## config.mk

```make
export PLATFORM = sky130hd
export DESIGN_NAME = controle_multiciclo_flat
export DESIGN_NICKNAME = d
export VERILOG_FILES = /design/src/rtl/controle_multiciclo_pkg.sv /design/src/rtl/controle_multiciclo_if.sv /design/src/rtl/controle_multiciclo.sv /design/src/flat_wrapper.sv
export SDC_FILE = /design/constraint.sdc
export NUM_CORES = 1
export LEC_CHECK = 0
export ABC_AREA = 1
export ABC_CLOCK_PERIOD_IN_PS = 2000
export CAP_MARGIN = 5
export CORE_AREA = 2 2 39 41
export CTS_CLUSTER_DIAMETER = 150
export DETAILED_ROUTE_END_ITERATION = 10
export DIE_AREA = 0 0 41 43
export GPL_TIMING_DRIVEN = 1
export PLACE_DENSITY = 0.78
export SETUP_SLACK_MARGIN = 0.05
export SLEW_MARGIN = 20
export SYNTH_ARGS = -nofsm -noshare
export SYNTH_HDL_FRONTEND = slang
export SYNTH_SLANG_ARGS = --single-unit
export TNS_END_PERCENT = 5
```

## constraint.sdc

```tcl
create_clock -name clk -period 2 [get_ports clk]
set_clock_uncertainty 0.1 [all_clocks]
set_input_delay 0.5 -clock clk [delete_from_list [all_inputs] [get_ports clk]]
set_output_delay 0.5 -clock clk [all_outputs]
set_load 0.02 [all_outputs]
```

## src/rtl/controle_multiciclo_pkg.sv

```systemverilog
// pacote_controle: shared encodings for the multicycle main control unit.
//   - estado_t   : 4-bit state codes (also exported on the estado debug port)
//   - OP_*       : RISC-V opcodes decoded by the controller
//   - ULA_*      : op_ALU codes consumed by controle_ula
//   - SA_*/SB_*/RS_* : datapath mux select encodings
package pacote_controle;

  typedef enum logic [3:0] {
    S_FETCH    = 4'd0,
    S_DECODE   = 4'd1,
    S_MEMADR   = 4'd2,
    S_MEMREAD  = 4'd3,
    S_MEMWB    = 4'd4,
    S_MEMWRITE = 4'd5,
    S_EXECUTER = 4'd6,
    S_ALUWB    = 4'd7,
    S_BEQ      = 4'd8,
    S_ILEGAL   = 4'd9,
    S_EXECUTEI = 4'd10
  } estado_t;

  localparam logic [6:0] OP_LW  = 7'b0000011;
  localparam logic [6:0] OP_SW  = 7'b0100011;
  localparam logic [6:0] OP_R   = 7'b0110011;
  localparam logic [6:0] OP_BEQ = 7'b1100011;
  localparam logic [6:0] OP_I   = 7'b0010011;

  localparam logic [1:0] ULA_SOMA  = 2'b00;
  localparam logic [1:0] ULA_SUB   = 2'b01;
  localparam logic [1:0] ULA_FUNCT = 2'b10;

  localparam logic [1:0] SA_PC    = 2'b00;
  localparam logic [1:0] SA_OLDPC = 2'b01;
  localparam logic [1:0] SA_REGA  = 2'b10;

  localparam logic [1:0] SB_REGB = 2'b00;
  localparam logic [1:0] SB_IMM  = 2'b01;
  localparam logic [1:0] SB_4    = 2'b10;

  localparam logic [1:0] RS_ALUOUT = 2'b00;
  localparam logic [1:0] RS_DATA   = 2'b01;
  localparam logic [1:0] RS_ALURES = 2'b10;

endpackage

```

## src/rtl/controle_multiciclo_if.sv

```systemverilog
// controle_multiciclo_if: control <-> datapath bundle.
//   master (controller): samples opcode/zero/mem_pronto, drives enables,
//   selects, op_ALU, instr_ilegal and estado.
//   slave (datapath/bench): the opposite directions.
interface controle_multiciclo_if;
  logic [6:0] opcode;
  logic       zero;
  logic       mem_pronto;
  logic       pc_escreve;
  logic       ir_escreve;
  logic       mem_escreve;
  logic       reg_escreve;
  logic       adr_src;
  logic [1:0] alu_src_a;
  logic [1:0] alu_src_b;
  logic [1:0] result_src;
  logic [1:0] op_ALU;
  logic       instr_ilegal;
  logic [3:0] estado;

  modport master (
    input  opcode, zero, mem_pronto,
    output pc_escreve, ir_escreve, mem_escreve, reg_escreve, adr_src,
           alu_src_a, alu_src_b, result_src, op_ALU, instr_ilegal, estado
  );

  modport slave (
    output opcode, zero, mem_pronto,
    input  pc_escreve, ir_escreve, mem_escreve, reg_escreve, adr_src,
           alu_src_a, alu_src_b, result_src, op_ALU, instr_ilegal, estado
  );
endinterface

```

## src/rtl/controle_multiciclo.sv

```systemverilog
// controle_multiciclo: multicycle RISC-V main control FSM (lw, sw, R, beq).
// Ports:
//   clk  - rising-edge clock
//   rst  - synchronous, active-high reset (also gates all enables to 0 and
//          forces FETCH selects/estado combinationally while high)
//   bus  - controle_multiciclo_if.master: opcode/zero/mem_pronto in;
//          write enables, mux selects, op_ALU, instr_ilegal, estado out
// Optional feature: define CONTROLE_ADDI_EN to add EXECUTEI (addi).
module controle_multiciclo
  import pacote_controle::*;
(
  input logic                       clk,
  input logic                       rst,
  controle_multiciclo_if.master     bus
);

  estado_t st, nx, cur;

  logic       pc_w, ir_w, mem_w, reg_w, adr, ileg;
  logic [1:0] sa, sb, rs, op;

  always_ff @(posedge clk) begin
    if (rst) st <= S_FETCH;
    else     st <= nx;
  end

  always_comb begin
    // Reset overrides the registered state so outputs are clean even in the
    // first reset cycle and a write in progress is aborted.
    cur   = rst ? S_FETCH : st;
    nx    = st;
    pc_w  = 1'b0;
    ir_w  = 1'b0;
    mem_w = 1'b0;
    reg_w = 1'b0;
    adr   = 1'b0;
    ileg  = 1'b0;
    sa    = SA_PC;
    sb    = SB_REGB;
    rs    = RS_ALUOUT;
    op    = ULA_SOMA;
    case (cur)
      S_FETCH: begin
        sb   = SB_4;
        rs   = RS_ALURES;
        pc_w = bus.mem_pronto;
        ir_w = bus.mem_pronto;
        if (bus.mem_pronto) nx = S_DECODE;
      end
      S_DECODE: begin
        // Branch target PC+imm is computed here, ahead of the compare.
        sa = SA_OLDPC;
        sb = SB_IMM;
        case (bus.opcode)
          OP_LW, OP_SW: nx = S_MEMADR;
          OP_R:         nx = S_EXECUTER;
          OP_BEQ:       nx = S_BEQ;
`ifdef CONTROLE_ADDI_EN
          OP_I:         nx = S_EXECUTEI;
`endif
          default:      nx = S_ILEGAL;
        endcase
      end
      S_MEMADR: begin
        sa = SA_REGA;
        sb = SB_IMM;
        nx = (bus.opcode == OP_LW) ? S_MEMREAD : S_MEMWRITE;
      end
      S_MEMREAD: begin
        adr = 1'b1;
        if (bus.mem_pronto) nx = S_MEMWB;
      end
      S_MEMWB: begin
        rs    = RS_DATA;
        reg_w = 1'b1;
        nx    = S_FETCH;
      end
      S_MEMWRITE: begin
        adr   = 1'b1;
        mem_w = 1'b1;
        if (bus.mem_pronto) nx = S_FETCH;
      end
      S_EXECUTER: begin
        sa = SA_REGA;
        sb = SB_REGB;
        op = ULA_FUNCT;
        nx = S_ALUWB;
      end
`ifdef CONTROLE_ADDI_EN
      S_EXECUTEI: begin
        sa = SA_REGA;
        sb = SB_IMM;
        nx = S_ALUWB;
      end
`endif
      S_ALUWB: begin
        reg_w = 1'b1;
        nx    = S_FETCH;
      end
      S_BEQ: begin
        sa   = SA_REGA;
        sb   = SB_REGB;
        op   = ULA_SUB;
        pc_w = bus.zero;
        nx   = S_FETCH;
      end
      S_ILEGAL: begin
        ileg = 1'b1;
        nx   = S_FETCH;
      end
      default: nx = S_FETCH;
    endcase
    if (rst) begin
      pc_w = 1'b0;
      ir_w = 1'b0;
    end
  end

  assign bus.pc_escreve   = pc_w;
  assign bus.ir_escreve   = ir_w;
  assign bus.mem_escreve  = mem_w;
  assign bus.reg_escreve  = reg_w;
  assign bus.adr_src      = adr;
  assign bus.alu_src_a    = sa;
  assign bus.alu_src_b    = sb;
  assign bus.result_src   = rs;
  assign bus.op_ALU       = op;
  assign bus.instr_ilegal = ileg;
  assign bus.estado       = cur;

endmodule

```

## src/flat_wrapper.sv

```systemverilog
// flat-port wrapper written by rule: the top's interface ports become plain ports
module controle_multiciclo_flat import pacote_controle::*;
  (clk, rst, bus_opcode, bus_zero, bus_mem_pronto, bus_pc_escreve, bus_ir_escreve, bus_mem_escreve, bus_reg_escreve, bus_adr_src, bus_alu_src_a, bus_alu_src_b, bus_result_src, bus_op_ALU, bus_instr_ilegal, bus_estado);
  controle_multiciclo_if bus_i ();
  input logic clk;
  input logic rst;
  input wire logic [$bits(bus_i.opcode)-1:0] bus_opcode;
  input wire logic [$bits(bus_i.zero)-1:0] bus_zero;
  input wire logic [$bits(bus_i.mem_pronto)-1:0] bus_mem_pronto;
  output wire logic [$bits(bus_i.pc_escreve)-1:0] bus_pc_escreve;
  output wire logic [$bits(bus_i.ir_escreve)-1:0] bus_ir_escreve;
  output wire logic [$bits(bus_i.mem_escreve)-1:0] bus_mem_escreve;
  output wire logic [$bits(bus_i.reg_escreve)-1:0] bus_reg_escreve;
  output wire logic [$bits(bus_i.adr_src)-1:0] bus_adr_src;
  output wire logic [$bits(bus_i.alu_src_a)-1:0] bus_alu_src_a;
  output wire logic [$bits(bus_i.alu_src_b)-1:0] bus_alu_src_b;
  output wire logic [$bits(bus_i.result_src)-1:0] bus_result_src;
  output wire logic [$bits(bus_i.op_ALU)-1:0] bus_op_ALU;
  output wire logic [$bits(bus_i.instr_ilegal)-1:0] bus_instr_ilegal;
  output wire logic [$bits(bus_i.estado)-1:0] bus_estado;
  assign bus_i.opcode = bus_opcode;
  assign bus_i.zero = bus_zero;
  assign bus_i.mem_pronto = bus_mem_pronto;
  assign bus_pc_escreve = bus_i.pc_escreve;
  assign bus_ir_escreve = bus_i.ir_escreve;
  assign bus_mem_escreve = bus_i.mem_escreve;
  assign bus_reg_escreve = bus_i.reg_escreve;
  assign bus_adr_src = bus_i.adr_src;
  assign bus_alu_src_a = bus_i.alu_src_a;
  assign bus_alu_src_b = bus_i.alu_src_b;
  assign bus_result_src = bus_i.result_src;
  assign bus_op_ALU = bus_i.op_ALU;
  assign bus_instr_ilegal = bus_i.instr_ilegal;
  assign bus_estado = bus_i.estado;
  controle_multiciclo u_core (.clk(clk), .rst(rst), .bus(bus_i));
endmodule
```

=== Yosys cells after proc, flatten, opt, wreduce, memory -nomap -nowiden ===
Index checks and enable logic that the tools add are counted.

* Equality and inequality tests: 16
* Mux-type cells: 19
* Reductions and logical operators: 7

{| class="wikitable"
|+ Operator list
! operator !! number
|-
| $pmux 4 s6 || 1
|-
| $eq 4x3->1 const B || 4
|-
| $mux 4 || 4
|-
| $pmux 2 s2 || 4
|-
| $eq 7x6->1 const B || 2
|-
| $pmux 4 s3 || 1
|-
| $eq 4x2->1 const B || 2
|-
| $eq 4x4->1 const B || 2
|-
| $reduce_or 2->1 || 4
|-
| $eq 7x2->1 const B || 1
|-
| $eq 7x7->1 const B || 1
|-
| $mux 1 || 7
|-
| $ne 2x2->1 const B || 3
|-
| $eq 4x1->1 const B || 1
|-
| $logic_not 4->1 || 1
|-
| $mux 3 || 1
|-
| $reduce_and 3->1 || 1
|-
| $reduce_or 3->1 || 1
|-
| $pmux 1 s2 || 1
|}

* Register bits: 4
* Output and inout port bits: 18
* Logic and storage cells: 43

=== Logic depth before layout (Yosys ltp) ===
Gate-level depths: netlist (run 1).

* Depth in word-level cells: 4
* Gate-level depth with buffers: 9
* Mapped depth without buffers: 9

=== Least setup slack after synthesis (run 1) ===
OpenSTA, ideal clock, no wires.

* Kind: input port to output port
* Start: input rst
* End: output bus_alu_src_a[1]
* Arrival time: 1,531 ps
* Slack: -131 ps
* Stages on the path: 5
* Buffers on the path: 0
* Path through: nor2_1 nand2_1 nor2_4 inv_1 nand3_1

* Word-level cells in the longest chain between the ends: 4
* Elaborated cells on any way between the ends: 7
* Classes of those cells: eq/ne (4); mux (2); reduce/logical (1)

{| class="wikitable"
|+ Ends and longest elaborated chain
! what !! RTL line !! source
|-
| from (decl) || flat_wrapper.sv:6 || <nowiki>input logic rst;</nowiki>
|-
| $mux 4 * || controle_multiciclo.sv:30 || <nowiki>cur = rst ? S_FETCH : st;</nowiki>
|-
| $eq 4x4->1 (tied with other cells) || controle_multiciclo.sv:42 || <nowiki>case (cur)</nowiki>
|-
| $reduce_or 3->1 (no line) || n/a ||
|-
| $pmux 2 s2 * || controle_multiciclo.sv:42 ||
|-
| to (decl) || flat_wrapper.sv:15 || <nowiki>output wire logic [$bits(bus_i.alu_src_a)-1:0] bus_alu_src_a;</nowiki>
|}

Every way passes the cells marked *; elsewhere a longest branch is shown, timed or not.

=== Worst setup path in the final report (run 1) ===
* Start: input rst
* End: output bus_pc_escreve

* Word-level cells in the longest chain between the ends: 4
* Elaborated cells on any way between the ends: 5
* Classes of those cells: eq/ne (1); mux (3); reduce/logical (1)

{| class="wikitable"
|+ Ends and longest elaborated chain
! what !! RTL line !! source
|-
| $mux 4 || controle_multiciclo.sv:30 ||
|-
| $eq 4x4->1 or $logic_not 4->1 (tied branches) || controle_multiciclo.sv:42 ||
|-
| $pmux 1 s2 || controle_multiciclo.sv:42 ||
|-
| $mux 1 * || controle_multiciclo.sv:113 || <nowiki>if (rst) begin</nowiki>
|-
| to (decl) || flat_wrapper.sv:10 || <nowiki>output wire logic [$bits(bus_i.pc_escreve)-1:0] bus_pc_escreve;</nowiki>
|}

Marked as above.

==> impl_metrics.ini, run 1 <==
[yosys]
yosys.area.top_type = nand2_1
synth-edff-count = 0
yosys_warnings = 0
synthFlopType = dfxtp_1
ys_types = 17
yosys-top-cells-area = nand2_1 (20%), dfxtp_1 (19%), inv_1 (15%), nor2_1 (15%), nand3_1 (7.0%)
synth_area_um2 = 431.7
avgSynthCellArea_um2 = 5.078
synth-async-reset-ratio = 0
synth_seq_area_share = 0.1855
ys_ff_latch = 4
synth_most_common_cell = nand2_1
synth_fp_nets = 96
netlist.area_leader.share = 0.2000
synth_commonest_cells = nand2_1 (23), inv_1 (17), nor2_1 (17)
syn-instance-count = 85

[global_route]
grt_max_degree = 5
track_usage = 0.2142
grt_pass1_wl_um = 2622
grt_pass1_vias = 683
grt_overflow = 0
antenna_found_initial = 0

[finish]
largest_reg_flops = 4
top_register = u_core.st
fin_cells = 160
multi_input_comb_area_um2 = 325.3
drive_above_1_share = 0.5347
area_growth_pct = 128.1
seq_area_um2 = 81.33
reg_top3 = u_core.st x4
design_area_um2 = 984.7
final_net_count = 157
n_antenna_cell = 0
fillers = 121

[worst_setup_path]
start_kind = primary input
crit_chain = buf_2 > buf_4 > nor3_2 > nand2_1 > inv_2 > nand2_1 > o21ai_1 > buf_4
arrival_ns = 1.39
crit_path_max_incr_delay_ns = 0.18
crit_slowest_cell = nor3_2
crit_type = in -> out
required_ns = 1.40
crit_fanout = 4
crit_family = buffers and inverters
cp-end-kind = output pin
crit_buf_inv = 4

[placement]
dpl.hpwl_um = 1253
globalplace.congestion = 0.8920
place_ws_ns = -0.9469
placement.cell_area_um2 = 907.1
place_inst = 152
io_buffer_count = 28

[sta]
fmax_mhz = 501.8
relSlewSlack = 0.8589
rsz0062_at_grt = yes
slew_violations = 0
period_share = 0.9964
fin_setup_tns_ns = 0
finalCriticalPeriod_ns = 1.993
hold_viol = 0
setup_viol = 0
setup_ws_ns = 0.007158
tightest_slew_ns = 0.2095

[floorplanning]
core_mm2 = 0.001384
die_w_um = 41
die_area_mm2 = 0.001763
die_h_um = 43
rows = 14
ios = 29
start_util = 0.3119

[min_path]
hp-class = reg -> reg

[power]
p_leak_nw = 0.5723
power_mw = 0.3661
p_int_mw = 0.2424
ir_drop_uv = 471.9
power_frac_comb = 0.486
power_density_mw_per_mm2 = 371.8
p_sw_mw = 0.1237
power.share.switching = 0.3379
power_frac_clock = 0.269
seq_power_share = 0.244

[clocking]
htreeDepth = 1
clkLatencyLatePin_ns = 0.23
cts_sinks = 4
cts_tree = done
cts_root_buf = clkbuf_4
clk_pin_slew_ns = 0.03
cts_buffers = 3
cts_max_path_buffers = 2

[detailed_routing]
wirelength_um = 1704
drc = 0
avgRoutedWirePerCell_um = 10.65
drt_iter0_markers = 11
first_pass_iters = 4
drtAntennaViolNets = 0
vias = 724
viasPerCell = 4.525

[run]
maxCapViolCount = 0

[outcome]
status = finished clean
## worst register-to-register path, stage by stage, from the launching register on
cell and delay (ns):
dfxtp_2 0.34, o21ai_2 0.16, buf_4 0.14, nand2_1 0.08, buf_4 0.14, buf_4 0.12, nand3_1 0.09, nand2_1 0.09
nand4_1 0.09, nand2_1 0.05
## per-layer routing
metal	track usage	vias up	wire, um
li1	-	378	-
met1	0.2070	317	597
met2	0.4031	27	996
met3	0.05759	2	96
met4	0.06000	0	14
met5	0	-	0
## power by group through the flow
stage / combinational (mW) / clock [mW] / sequential, mW
6_report: 0.178 / 0.0987 / 0.0894
5_1_grt: 0.191 / 0.112 / 0.0898
4_1_cts: 0.172 / 0.103 / 0.0895
3_5_place_dp: 0.168 / 0 / 0.0899
3_3_place_gp: 0.165 / 0 / 0.0894
2_1_floorplan: 0.0685 / 0 / 0.0903
## layout by cell type (no fill, tap or decap), types with 3 or more instances in the layout
cell,Yosys,layout
nand2_1,23,17
buf_4,1,33
nand2_2,2,7
nor2_2,0,3
inv_2,3,8
nor2_4,1,3
clkdlybuf4s50_1,0,9
nor2_1,17,12
buf_6,0,7
clkbuf_4,0,3
dfxtp_1,4,3
nand3_1,6,5
inv_1,17,12
buf_2,0,6
## repair_timing
action / CTS / global route
cloned: 0 / 0
hold buffers: 0 / 0
resized for setup: 91 / 17
setup buffers: 5 / 0
pin swaps: 9 / 6
setup endpoints to repair: 18 / 15
## per-stage QoR
step,hold slack [ns],utilization
after detailed placement,0.5496,0.6555
after global placement,0.5195,0.6555
after floorplan,0.4045,-
after global routing,0.6234,0.7116
after CTS,0.5864,0.7061
final,0.5769,0.7116
## path summary, 6_finish.rpt
check | start | to | slack [ns] | depth (start not counted)
max | rst | bus_pc_escreve | 0.007 | 8
min | u_core.st[0] | u_core.st[0] | 0.58 | 4
max reg2reg | u_core.st[1] | u_core.st[0] | 0.48 | 9
min reg2reg | u_core.st[0] | u_core.st[0] | 0.58 | 4
## cell type report
class                           count  area share
Inverter                           20     0.07624
Sequential cell                     4     0.08259
Clock buffer                        3     0.02287
Timing Repair Buffer               57      0.4676
Multi-Input combinational cell     60      0.3304
Tap cell                           16     0.02033
## cell families (layout without fill, tap and decap cells)
group,Yosys count,in the layout,share of synthesized area
AO/OA/AOI/OAI,7,7,0.09563
buffers and inverters,21,80,0.1913
flip-flops,4,4,0.1855
AND/OR/NAND/NOR,53,53,0.5275
No activity file was read; power rests on OpenSTA's default activity.
==> run 2, diff against run 1 <==
GPL_ROUTABILITY_DRIVEN = 0   (was unset)
==> results of run 2 <==
The final DEF is identical to that of run 1; final timing and power are the same.
==> run 3, diff against run 2 <==
CAP_MARGIN = unset   (was 5)
==> results of run 3 <==
The final DEF is identical to that of run 1; final timing and power are the same.
